--- src/rtl/pfb_pkg.sv ---
`default_nettype none
// ============================================================================
// Module      : pfb_pkg
// Description : Shared types and constants for the polyphase-filterbank input
//               scheduler: scheduler state encoding, default channel/sample/
//               burst geometry and the ceil-log2 helper used to size the
//               channel index and beat counter.
// Revision    : 1.0 - initial release
// ============================================================================
package pfb_pkg;

    localparam int c_default_n_ch   = 8;
    localparam int c_default_data_w = 16;
    localparam int c_default_burst  = 4;

    typedef enum logic [0:0] {
        IDLE = 1'b0,
        XFER = 1'b1
    } sched_state_t;

    // Ceiling log2; returns 0 for a value of 1 so single-entry ranges need no bits.
    function automatic int pfb_clog2(input int value);
        int width;
        width = 0;
        for (int i = 0; i < 31; i++) begin
            if ((1 << i) < value) begin
                width = i + 1;
            end
        end
        return width;
    endfunction

endpackage
`default_nettype wire

--- src/rtl/pfb_rr_pick.sv ---
`default_nettype none
// ============================================================================
// Module      : pfb_rr_pick
// Description : Combinational round-robin priority picker. Returns the first
//               asserted request at or after ptr, wrapping modulo N_CH.
// Ports       : req  - per-channel request vector
//               ptr  - highest-priority channel index this round
//               idx  - selected channel (valid when any is high)
//               any  - at least one request is asserted
// Revision    : 1.0 - initial release
// ============================================================================
module pfb_rr_pick
    import pfb_pkg::*;
#(
    parameter int N_CH = c_default_n_ch,
    parameter int CH_W = pfb_clog2(N_CH)
) (
    input  logic [N_CH-1:0] req,
    input  logic [CH_W-1:0] ptr,
    output logic [CH_W-1:0] idx,
    output logic            any
);

    logic [2*N_CH-1:0] w_dbl;
    logic [N_CH-1:0]   w_rot;
    logic [CH_W-1:0]   w_off;

    // Rotate the request vector so ptr lands at bit 0, find the lowest set
    // bit, then add ptr back. N_CH is a power of two, so the CH_W-bit add
    // wraps naturally.
    always_comb begin
        w_dbl = {req, req} >> ptr;
        w_rot = w_dbl[N_CH-1:0];
        w_off = '0;
        for (int k = N_CH - 1; k >= 0; k--) begin
            if (w_rot[k]) begin
                w_off = k[CH_W-1:0];
            end
        end
    end

    assign idx = ptr + w_off;
    assign any = |req;

endmodule
`default_nettype wire

--- src/rtl/pfb_input_scheduler.sv ---
`default_nettype none
// ============================================================================
// Module      : pfb_input_scheduler
// Description : Round-robin scheduler sharing one decimator datapath between
//               N_CH AXI-Stream inputs. Each grant lasts BURST samples; the
//               merged stream is registered and tagged with the channel index.
//               Optional stall watchdog, enabled by defining the macro
//               PFB_SCHED_WATCHDOG_EN (otherwise stall is tied low).
// Ports       : clock, reset            - clock, async active-high reset
//               s_tdata/s_tvalid/s_tready - N_CH input streams
//               m_tdata/m_tuser/m_tlast/m_tvalid/m_tready - merged output
//               busy                    - high while a burst is in progress
//               stall                   - watchdog flag
// Revision    : 1.0 - initial release
// ============================================================================
module pfb_input_scheduler
    import pfb_pkg::*;
#(
    parameter  int N_CH       = c_default_n_ch,
    parameter  int DATA_W     = c_default_data_w,
    parameter  int BURST      = c_default_burst,
    parameter  int WDOG_LIMIT = 1024,
    localparam int CH_W       = pfb_clog2(N_CH)
) (
    input  logic                   clock,
    input  logic                   reset,
    input  logic [N_CH*DATA_W-1:0] s_tdata,
    input  logic [N_CH-1:0]        s_tvalid,
    output logic [N_CH-1:0]        s_tready,
    output logic [DATA_W-1:0]      m_tdata,
    output logic [CH_W-1:0]        m_tuser,
    output logic                   m_tlast,
    output logic                   m_tvalid,
    input  logic                   m_tready,
    output logic                   busy,
    output logic                   stall
);

    // One spare bit so the counter can step past BURST-1 without wrapping.
    localparam int                c_bc_w      = pfb_clog2(BURST) + 1;
    localparam logic [c_bc_w-1:0] c_last_beat = c_bc_w'(BURST - 1);

    sched_state_t       r_state;
    logic [CH_W-1:0]    r_gnt;
    logic [CH_W-1:0]    r_rr_ptr;
    logic [c_bc_w-1:0]  r_beat_cnt;
    logic [DATA_W-1:0]  r_m_tdata;
    logic [CH_W-1:0]    r_m_tuser;
    logic               r_m_tlast;
    logic               r_m_tvalid;
    logic               r_busy;

    logic [DATA_W-1:0]  w_ch_data [N_CH];
    logic [N_CH-1:0]    w_ready;
    logic [CH_W-1:0]    w_pick_idx;
    logic               w_pick_any;
    logic               w_out_free;
    logic               w_gnt_valid;
    logic               w_in_hs;

    generate
        for (genvar g = 0; g < N_CH; g++) begin : g_unpack
            assign w_ch_data[g] = s_tdata[g*DATA_W +: DATA_W];
        end
    endgenerate

    pfb_rr_pick #(
        .N_CH (N_CH),
        .CH_W (CH_W)
    ) u_pick (
        .req (s_tvalid),
        .ptr (r_rr_ptr),
        .idx (w_pick_idx),
        .any (w_pick_any)
    );

    // The output register can take a new sample when empty or draining.
    assign w_out_free  = !r_m_tvalid || m_tready;
    assign w_gnt_valid = s_tvalid[r_gnt];
    assign w_in_hs     = (r_state == XFER) && w_gnt_valid && w_out_free;

    // Ready is offered to the granted channel regardless of its valid, so the
    // grant stays parked on it if it pauses mid-burst.
    always_comb begin
        w_ready = '0;
        if (r_state == XFER) begin
            w_ready[r_gnt] = w_out_free;
        end
    end

    always_ff @(posedge clock or posedge reset) begin
        if (reset) begin
            r_state    <= IDLE;
            r_gnt      <= '0;
            r_rr_ptr   <= '0;
            r_beat_cnt <= '0;
            r_m_tdata  <= '0;
            r_m_tuser  <= '0;
            r_m_tlast  <= 1'b0;
            r_m_tvalid <= 1'b0;
            r_busy     <= 1'b0;
        end else begin
            if (w_in_hs) begin
                r_m_tdata  <= w_ch_data[r_gnt];
                r_m_tuser  <= r_gnt;
                r_m_tlast  <= (r_beat_cnt == c_last_beat);
                r_m_tvalid <= 1'b1;
            end else if (m_tready) begin
                r_m_tvalid <= 1'b0;
            end

            case (r_state)
                IDLE: begin
                    if (w_pick_any) begin
                        r_gnt      <= w_pick_idx;
                        r_beat_cnt <= '0;
                        r_state    <= XFER;
                        r_busy     <= 1'b1;
                    end
                end
                XFER: begin
                    if (w_in_hs) begin
                        r_beat_cnt <= r_beat_cnt + c_bc_w'(1);
                        if (r_beat_cnt == c_last_beat) begin
                            r_rr_ptr <= r_gnt + CH_W'(1);
                            r_state  <= IDLE;
                            r_busy   <= 1'b0;
                        end
                    end
                end
                default: begin
                    r_state <= IDLE;
                    r_busy  <= 1'b0;
                end
            endcase
        end
    end

    assign s_tready = w_ready;
    assign m_tdata  = r_m_tdata;
    assign m_tuser  = r_m_tuser;
    assign m_tlast  = r_m_tlast;
    assign m_tvalid = r_m_tvalid;
    assign busy     = r_busy;

`ifdef PFB_SCHED_WATCHDOG_EN
    localparam int                c_wd_w   = pfb_clog2(WDOG_LIMIT + 1);
    localparam logic [c_wd_w-1:0] c_wd_max = c_wd_w'(WDOG_LIMIT);

    logic [c_wd_w-1:0] r_wd_cnt;
    logic              r_stall;
    logic              w_out_hs;
    logic              w_wd_tick;

    assign w_out_hs  = r_m_tvalid && m_tready;
    // Stalled either downstream (output held) or upstream (granted channel idle).
    assign w_wd_tick = (r_m_tvalid && !m_tready) || ((r_state == XFER) && !w_gnt_valid);

    always_ff @(posedge clock or posedge reset) begin
        if (reset) begin
            r_wd_cnt <= '0;
            r_stall  <= 1'b0;
        end else if (w_in_hs || w_out_hs) begin
            r_wd_cnt <= '0;
            r_stall  <= 1'b0;
        end else begin
            if (w_wd_tick && (r_wd_cnt != c_wd_max)) begin
                r_wd_cnt <= r_wd_cnt + c_wd_w'(1);
            end
            if (r_wd_cnt == c_wd_max) begin
                r_stall <= 1'b1;
            end
        end
    end

    assign stall = r_stall;
`else
    assign stall = 1'b0;
`endif

endmodule
`default_nettype wire

--- config.mk ---
export PLATFORM = sky130hd
export DESIGN_NAME = pfb_input_scheduler
export DESIGN_NICKNAME = d
export VERILOG_FILES = /design/src/rtl/pfb_pkg.sv /design/src/rtl/pfb_rr_pick.sv /design/src/rtl/pfb_input_scheduler.sv
export SDC_FILE = /design/constraint.sdc
export NUM_CORES = 1
export LEC_CHECK = 0
export CAP_MARGIN = 20
export CORE_UTILIZATION = 40
export CTS_BUF_LIST = sky130_fd_sc_hd__clkbuf_8 sky130_fd_sc_hd__clkbuf_16
export CTS_CLUSTER_SIZE = 25
export DETAILED_ROUTE_END_ITERATION = 12
export PLACE_DENSITY = 0.79
export SLEW_MARGIN = 20
export SYNTH_ARGS = -nofsm -noshare
export SYNTH_HDL_FRONTEND = slang
export SYNTH_SLANG_ARGS = --single-unit
--- constraint.sdc ---
create_clock -name clock -period 3.6 [get_ports clock]
set_input_delay 0.54 -clock clock [delete_from_list [all_inputs] [get_ports clock]]
set_output_delay 0.54 -clock clock [all_outputs]
set_load 0.03 [all_outputs]
==> metrics.md <==
| Metric | Value |
|---|---|
| Status | finished clean |
| Final period utilization | 89.9% |
| Pin count of the biggest net entering global routing | 27 |
| Tmin final | 3.24 ns |
| DP Cell Count | 518 |
| Maximum VDD drop | 0.352 mV |
| Max Slew Vio Count | 0 |
| Main synth FF type | dfrtp_1 |
| GP Congestion | 0.902 |
| Final WL | 9560 um |
| Ys Warns | 0 |
| Via count | 2931 |
| FP Rows | 31 |
| Hold buffer count at cts | 0 |
| Clk root buf | clkbuf_8 |
| Placed wire-length estimate | 7920 um |
| Max-cap viol count | 0 |
| Flops & latches, synth | 32 |
| Cts repair resizes | 0 |
| Rel. slew slack | 37.4% |
| WHS Path Cells | 1 |
| Number of global-route vias before repair | 3182 |
| Total core area | 7370 um2 |
| Worst Min Path Start | r_beat_cnt[0] |
| Area added between synthesis and finish | 64.9% |
| Share of layout cells above drive strength 1 | 30.5% |
| Worst Path Max Fanout | 11 |
| Required time worst endpoint | 3.79 ns |
| Final Util | 69.3% |
| WP data arrival | 3.42 ns |
| Reg2reg end | r_gnt[2] |
| RSZ-0062 raised after global routing | false |
| Vias per inst | 5.58 |
| Pwr/cell area | 709 nW/um2 |
| Final hold viol count | 0 |
| Most used cells in the layout excluding fill and tap cells | clkdlybuf4s50_1 (160), mux4_2 (45), mux2_2 (42) |
| 1st-iter DRT viols | 100 |
| Reg-to-reg setup timing slack | 0.36 ns |
| Final non-filler cell total | 525 |
| I/O pin count | 170 |
| Worst skew pair latency | 0.28 ns |
| Register area share after synthesis | 25.8% |
| Post-Syn Nets | 389 |
| Pwr Total | 3.62 mW |
| Port Buffers | 168 |
| 1st-pass router iterations | 4 |
| Cell variety after synth | 41 |
| P_leak | 2.02 nW |
| Reg clk slew, reported paths | 0.06 ns |
| Crit path kind | reg2reg |
| Final ANT Viol Nets | 0 |
| Sink Count | 32 |
| Setup Buffers After CTS | 0 |
| Post-synth EDFFs | 0 |
| Worst Skew | 0.00672 ns |
| Initial antenna violation count | 0 |
| Synth Instances | 245 |
| Initial core utilization | 42.0% |
| Die ar. | 8100 um2 |
| Vert. Die Dim | 90.0 um |
| Htree depth | 2 |
| Async SR Flop Fraction | 100% |
| Wire length of the first global-routing pass | 15600 um |
| Most common cell after layout, fill and taps aside | clkdlybuf4s50_1 |
| Startpoint Class | register |
| Reg2Reg Depth | 13 |
| Total track usage | 24.4% |
| Critical path endpoint category | register |
| Peak Freq | 309 MHz |
| Mapped Area | 3100 um2 |
| Hold/Removal Path Class | reg2reg |
| Synth Area per Inst | 12.6 um2 |
| Hold path endpoint | r_beat_cnt[0] |
| Worst-Margin Slew | 0.934 ns |
| R2r startpoint | r_rr_ptr[1] |
| NumNets Final | 570 |
| CTS buffer count | 5 |
| Count of final setup violators | 0 |
| GR Overflow Total | 0 |
| Clock buffer depth | 2 |
| Drc violations | 0 |
| DR WL/cell | 18.2 um |
| Antenna Diode Count | 0 |
| Die width | 90.0 um |
| CTS tree | built |
==> logic make-up (layout without fill, tap and decap cells) <==
group | after synthesis | after routing | synth area share, %
AOI/OAI and AO/OA | 28 | 28 | 5.90
DFF | 32 | 32 | 25.8
and+or+nand+nor | 47 | 47 | 7.80
adders and majority gates | 5 | 5 | 2.26
muxes | 100 | 100 | 53.2
other | 1 | 1 | 0.121
xor gates and xnor gates | 2 | 2 | 0.566
buffers and inverters | 30 | 211 | 4.28
==> cells in the mapped netlist, drive strengths merged, types with 2 or more instances <==
cell / count / share of area (%)
mux2: 42 / 15
inv: 9 / 1.1
or2: 2 / 0.40
buf: 14 / 2.3
nand2: 11 / 1.3
mux4: 47 / 34
mux2i: 11 / 3.6
nand2b: 5 / 1.0
clkbuf: 7 / 0.85
a21oi: 12 / 1.9
xnor2: 2 / 0.57
nor3: 8 / 1.7
ha: 4 / 1.6
o21ai: 4 / 0.65
nor2: 18 / 2.3
dfrtp: 32 / 26
==> stage by stage <==
stage               setup TNS, ns  cell area [um2]  setup WS (ns)  hold WS, ns
floorplan                       0             3100          0.395        0.455
global placement          -0.0385             5010        -0.0385        0.474
detailed placement         -0.140             5010         -0.140        0.487
CTS                             0             5090          0.139        0.496
global route                    0             5110         0.0911        0.524
finish                          0             5110          0.364        0.497
==> worst max-delay path by stage <==
stage	startpoint	to	cells after the start
after floorplan	r_rr_ptr[0]	r_gnt[2]	14
after global placement	s_tvalid[5]	r_gnt[2]	14
after detailed placement	s_tvalid[4]	r_gnt[2]	14
after CTS	s_tvalid[4]	r_gnt[2]	14
after global routing	r_rr_ptr[1]	r_gnt[2]	13
final	r_rr_ptr[1]	r_gnt[2]	13
==> worst max-delay path, cell delays in order, from the launching register on <==
cell and delay, ns:
dfrtp_1 0.53, buf_4 0.27, mux4_2 0.34, a21o_1 0.17, a21oi_1 0.15, o21ai_0 0.10, a21oi_1 0.21, ha_2 0.19
inv_1 0.04, fa_1 0.37, xnor2_1 0.15, nand2b_1 0.15, a2111o_1 0.39, o211ai_1 0.08
==> metal layers <==
layer	vias up	wire length [um]	track usage, %
li1	1324	-	-
met1	1460	3420	27.1
met2	123	5200	44.8
met3	24	675	6.68
met4	0	261	8.06
met5	-	0	0
==> final cells by class <==
type,count,area [um2]
Timing Repair Buffer,195,1900
Inverter,9,33.8
Tap cell,99,124
Clock inverter,2,8.76
Fill cell,551,2260
Multi-Input combinational cell,183,2170
Clock buffer,5,68.8
Sequential cell,32,803
==> report_power, final <==
group,switching (mW),internal [mW]
registers,0.237,0.544
clock network,0.123,0.128
logic,1.15,1.43
==> state kept, by name, summed over array words and instances (netlist names) <==
name	cells
m_tvalid	1
r_rr_ptr	3
r_beat_cnt	3
r_state	1
m_tlast	1
m_tdata	16
busy	1
m_tuser	3
r_gnt	3
(Power assumes the default switching activity.)
